File: src/rtl/proc_pkg.sv
// Shared definitions for the processor run-control slice.
// Latency: n/a (types and constants only).
// Backpressure: n/a.
package proc_pkg;

  localparam int unsigned XLEN_DEFAULT = 32;

  localparam logic [31:0] INSN_EBREAK = 32'h0010_0073;
  localparam logic [31:0] INSN_ECALL  = 32'h0000_0073;

  typedef enum logic [1:0] {
    RUN_IDLE   = 2'd0,
    RUN_ACTIVE = 2'd1,
    RUN_DONE   = 2'd2
  } run_state_t;

endpackage

File: src/rtl/sat_counter.sv
// Up-counter that sticks at all-ones instead of wrapping; synchronous clear wins over inc.
// Latency: count reflects clear/inc one edge later.
// Backpressure: none; inc is ignored once the counter is saturated.
module sat_counter #(
  parameter int unsigned W = 4
) (
  input  logic         clk,
  input  logic         a_reset_n,
  input  logic         clear,
  input  logic         inc,
  output logic [W-1:0] count
);

  // Count up on inc, hold at all-ones, clear on demand.
  always_ff @(posedge clk or negedge a_reset_n) begin
    if (!a_reset_n) begin
      count <= '0;
    end else if (clear) begin
      count <= '0;
    end else if (inc && (count != {W{1'b1}})) begin
      count <= count + W'(1);
    end
  end

endmodule

File: src/rtl/proc_run_ctrl.sv
// Run controller: gates architectural updates, counts executed cycles, detects halt/loop/timeout.
// Latency: o_exec_en combinational; o_done/o_timeout/o_cycle update on the edge after the cause.
// Backpressure: i_step_mode/i_step throttle execution; a stop blocks o_exec_en in the same cycle.
module proc_run_ctrl
  import proc_pkg::*;
#(
  parameter int unsigned     XLEN        = XLEN_DEFAULT,
  parameter int unsigned     CYCLE_W     = 4,
  parameter int unsigned     MAX_CYCLES  = 15,
  parameter logic [XLEN-1:0] HALT_INSN   = XLEN'(INSN_EBREAK),
  parameter bit              LOOP_DETECT = 1'b1
) (
  input  logic               clk,
  input  logic               a_reset_n,
  input  logic               i_start,
  input  logic               i_step_mode,
  input  logic               i_step,
  input  logic [XLEN-1:0]    i_pc,
  input  logic [XLEN-1:0]    i_insn,
  output logic               o_exec_en,
  output logic               o_done,
  output logic               o_timeout,
  output logic [CYCLE_W-1:0] o_cycle
);

  localparam logic [CYCLE_W-1:0] MAX_CNT = CYCLE_W'(MAX_CYCLES);
  localparam bit                 TMO_EN  = (MAX_CYCLES != 0);

  run_state_t      state;
  logic [XLEN-1:0] prev_pc;
  logic            prev_valid;

  logic is_active;
  logic wants;
  logic loop_hit;
  logic halt_now;
  logic tmo_now;
  logic restart;

  assign is_active = (state == RUN_ACTIVE);
  // A mode change applies immediately: free-run always wants, step mode only on a pulse.
  assign wants     = !i_step_mode || i_step;
  // prev_pc only moves on executed cycles, so idle step gaps never look like a jump-to-self.
  assign loop_hit  = LOOP_DETECT && prev_valid && (i_pc == prev_pc);
  assign halt_now  = (i_insn == HALT_INSN) || loop_hit;
  assign tmo_now   = TMO_EN && (o_cycle == MAX_CNT);
  assign o_exec_en = is_active && wants && !halt_now && !tmo_now;
  // Start is only honoured outside a run; clearing the counter here keeps it aligned with the FSM.
  assign restart   = i_start && !is_active;

  sat_counter #(
    .W (CYCLE_W)
  ) u_cycle_cnt (
    .clk       (clk),
    .a_reset_n (a_reset_n),
    .clear     (restart),
    .inc       (o_exec_en),
    .count     (o_cycle)
  );

  // Run FSM with registered completion flags and loop history; halt outranks timeout.
  always_ff @(posedge clk or negedge a_reset_n) begin
    if (!a_reset_n) begin
      state      <= RUN_IDLE;
      o_done     <= 1'b0;
      o_timeout  <= 1'b0;
      prev_pc    <= '0;
      prev_valid <= 1'b0;
    end else begin
      case (state)
        RUN_IDLE, RUN_DONE: begin
          if (i_start) begin
            state      <= RUN_ACTIVE;
            o_done     <= 1'b0;
            o_timeout  <= 1'b0;
            prev_pc    <= '0;
            prev_valid <= 1'b0;
          end
        end
        RUN_ACTIVE: begin
          if (o_exec_en) begin
            prev_pc    <= i_pc;
            prev_valid <= 1'b1;
          end else if (wants && halt_now) begin
            state     <= RUN_DONE;
            o_done    <= 1'b1;
            o_timeout <= 1'b0;
          end else if (wants && tmo_now) begin
            state     <= RUN_DONE;
            o_done    <= 1'b1;
            o_timeout <= 1'b1;
          end
        end
        default: state <= RUN_IDLE;
      endcase
    end
  end

endmodule

File: config.mk
export PLATFORM = sky130hd
export DESIGN_NAME = proc_run_ctrl
export DESIGN_NICKNAME = d
export VERILOG_FILES = /design/src/rtl/proc_pkg.sv /design/src/rtl/sat_counter.sv /design/src/rtl/proc_run_ctrl.sv
export SDC_FILE = /design/constraint.sdc
export NUM_CORES = 1
export LEC_CHECK = 0
export ABC_AREA = 1
export BUFFER_PORTS_ARGS = -buffer_cell sky130_fd_sc_hd__clkbuf_2
export CORE_AREA = 2 2 86 88
export CTS_BUF_LIST = sky130_fd_sc_hd__clkbuf_4 sky130_fd_sc_hd__clkbuf_8
export CTS_CLUSTER_DIAMETER = 150
export CTS_CLUSTER_SIZE = 30
export DETAILED_ROUTE_END_ITERATION = 8
export DIE_AREA = 0 0 88 90
export PLACE_DENSITY = 0.71
export REMOVE_ABC_BUFFERS = 1
export SLEW_MARGIN = 10
export SYNTH_ARGS = -nofsm -noshare
export SYNTH_HDL_FRONTEND = slang
export SYNTH_SLANG_ARGS = --single-unit
File: constraint.sdc
create_clock -name clk -period 1.5 [get_ports clk]
set_input_delay 0 -clock clk [delete_from_list [all_inputs] [get_ports clk]]
set_output_delay 0 -clock clk [all_outputs]
set_load 0.05 [all_outputs]
==> results.md <==
* Crit-path most repeated cell: nand2_1
* Leak at 0.00260 uW
* Placed Cells at 693
* Worst R2R End: prev_pc[28]
* Final #Nets at 695
* Vias in the first global route at 3354
* Post-Layout Cell Count at 725
* Gr ovfl total at 0
* Worst path max stage delay at 0.42 ns
* Xor/xnor cell area share of the yosys netlist at 3.28%
* Avg Cell Area, Syn at 6.20 sq um
* Synth Register Bits at 41
* Power Density at 1710 nW/um^2
* WL final at 9740 microns
* Min Hold Slack at 0.00955 ns
* Max Root-Sink Buffers at 2
* Row count at 31
* Multi-input combinational cell area at 1710 sq um
* Worst min-delay path class: primary input to flop
* Max-slew violations at 0
* CP Class: flop to output pin
* Status: finished, violations left
* Clock Sink Count at 41
* Die height at 90 microns
* Vias at 3535
* Max Cap Violations at 0
* Critical Path, Cell by Cell: nand2_1, nand2_1, inv_1, nand2_1, nor2_1, nand2_1, nor2_1, nand3_2, nand3_4, buf_6, clkinvlp_4, buf_6, buf_12
* Mux cell area share after synthesis at 0%
* Most frequent cells in the layout: nand2_1 (127), inv_1 (87), clkbuf_2 (74), buf_4 (65), nor2_1 (55)
* First-pass GRT wire length at 15200 microns
* Hold endpoint: state[1]
* Maximum clock rate at 495 MHz
* GRT Overall Usage at 23.8%
* TritonCTS clock tree: yes
* Slew HR at 48.4%
* Arr. time, crit path at 2.02 ns
* Yosys top cell area share at 35.0%
* Final Critical Period at 2.02 ns
* Register Area at 1030 sq um
* Largest net degree at the start of global routing at 34
* Largest family of logic cells by synthesized area: simple AND/OR/NAND/NOR gates
* Final clock period utilization by the worst path at 135%
* Post-Synth Adder-Cell Area at 0.426%
* Clock Latency Late Sink at 0.30 ns
* Dpl cell area at 3820 sq um
* Diode count at 0
* I/O pin cnt at 76
* Path depth of the worst reg2reg path at 15
* Final setup violation count at 42
* Pre-CTS setup slack at -0.325 ns
* Reg-to-reg slack, setup at -0.48 ns
* Skew final at 0.00856 ns
* Routability Congestion at 0.886
* Top cells by area in the synthesized netlist: dfrtp_1 (35%), nand2_1 (21%), inv_1 (12%)
* Unrepaired setup endpoints after global routing: true
* Layout area overhead at 52.0%
* CP Max Fanout at 3
* IO Port Bufs at 75
* Commonest non-fill, non-tap cell in the layout: nand2_1
* VDD IR max at 0.671 mV
* Wire per inst at 13.4 microns
* Hold Violations, Final at 0
* Fillers at 607
* Worst Max-Slew Pin Slew at 0.772 ns
* Cell taking the most area after synthesis: dfrtp_1
* Reg2Reg Launch Point: prev_pc[17]
* DIE AREA at 7920 sq um
* Synth Area in Compound Gates at 1.92%
* CTS buffer count at 5
* Violated checks: setup timing
* Hpwl dp at 6200 microns
* Setup WS post-layout at -0.520 ns
* Starting DRC count in detailed routing at 165
* Netlist Area Pre-Place at 2930 sq um
* CTS clk-pin slew, worst paths at 0.09 ns
* DRT antenna net count at 0
* Initial antenna violation count at 0
* Synth warn at 0
* Post-synthesis cell count at 473
* Critical Path Start Type: flop
* Hold path cells at 4
* Initial core utilization at 41.8%
* Worst EP required at 1.50 ns
* Root Buffer: clkbuf_8
* Drt first pass iters at 7
* Die span in x at 88 microns
* H-tree depth at 2
* Layout Cell Area excl Fill at 4460 sq um
* DRC at 0
* Vias per inst at 4.88
* Simple-Gate Fraction of Synth Area at 44.7%
* Worst Setup End Kind: output pin
* Worst path slowest cell: dfrtp_1
* Hold path startpoint: i_start
* Synth unique cells at 27
* Ratio of cells with drive above 1 in the final layout at 35.0%
* Seq/Total Area, Yosys at 35.0%
* Area of the core at 7020 sq um
-- per-layer routing --
metal	track usage, %	vias up	part of all wire (%)
li1	-	1755	-
met1	29.2	1609	40
met2	42.0	144	51
met3	3.31	27	6.2
met4	7.44	0	3.0
met5	0	-	0
-- timing repair --
| action | 4_1_cts | 5_1_grt |
|---|---|---|
| buffers inserted | 10 | 7 |
| resized for setup | 25 | 45 |
| gates cloned | 5 | 1 |
| pin swaps | 9 | 8 |
| endpoints found under the setup margin | 40 | 42 |
| hold endpoints to repair | 20 | 0 |
| hold buffers | 3 | 0 |
-- cell families (layout without fill, tap and decap cells) --
group	count (synthesis)	count (layout)
adders and majority gates	1	1
DFF	41	41
and+or+nand+nor	304	307
xor gates and xnor gates	11	11
buffers and inverters	107	257
AOI/OAI and AO/OA	9	9
-- synthesized netlist by cell type, drive strengths merged --
master	count
nand3b	2
o2111ai	3
dfrtp	41
nor4	3
o21ai	6
nand3	46
xnor2	8
buf	6
nor3	3
nor2	60
ha	1
clkbuf	6
xor2	3
clkinv	1
inv	94
nand4	24
nand2	163
or2	3
-- critical path: cells and delay by family, from the launching register on --
kind | cells | cell delay [ns]
simple gates | 8 | 0.80
buf+inv | 5 | 0.49
flops | 1 | 0.42
-- area by class of cell --
| type | instances | area share, % |
|---|---|---|
| Sequential cell | 41 | 23.0 |
| Timing Repair Buffer | 154 | 25.0 |
| Multi-Input combinational cell | 328 | 38.4 |
| Tap cell | 99 | 2.78 |
| Clock buffer | 6 | 1.85 |
| Inverter | 95 | 8.08 |
| Clock inverter | 2 | 0.842 |
-- through the flow --
stage,power [uW],setup TNS [ns],util [%]
detailed placement,5460,-10.99,54.4
floorplan,3960,-18.03,-
global placement,5350,-10.53,54.4
CTS,7160,-13.91,61.0
finish,7620,-18.19,63.5
global route,8110,-23.38,63.5
-- where the power goes --
part	internal [uW]	switching, uW
Clock	542	421
Sequential	1610	441
Combinational	2080	2530
-- flip-flops by register name, summed over array words and instances, names as in the netlist --
name,count
prev_pc,32
state,2
o_timeout,1
u_cycle_cnt.count,4
prev_valid,1
o_done,1
-- worst max path at each step --
| stage | start | slack (ns) | cells after the start | to |
|---|---|---|---|---|
| after floorplan | u_cycle_cnt.count[0] | -0.50 | 9 | prev_pc[0] |
| after global placement | prev_pc[14] | -0.30 | 11 | prev_pc[4] |
| after detailed placement | prev_pc[14] | -0.32 | 11 | prev_pc[18] |
| after CTS | prev_pc[14] | -0.42 | 11 | o_exec_en |
| after global routing | prev_pc[17] | -0.63 | 13 | o_exec_en |
| final | prev_pc[17] | -0.52 | 13 | o_exec_en |
No activity file was read; power rests on OpenSTA's default activity.
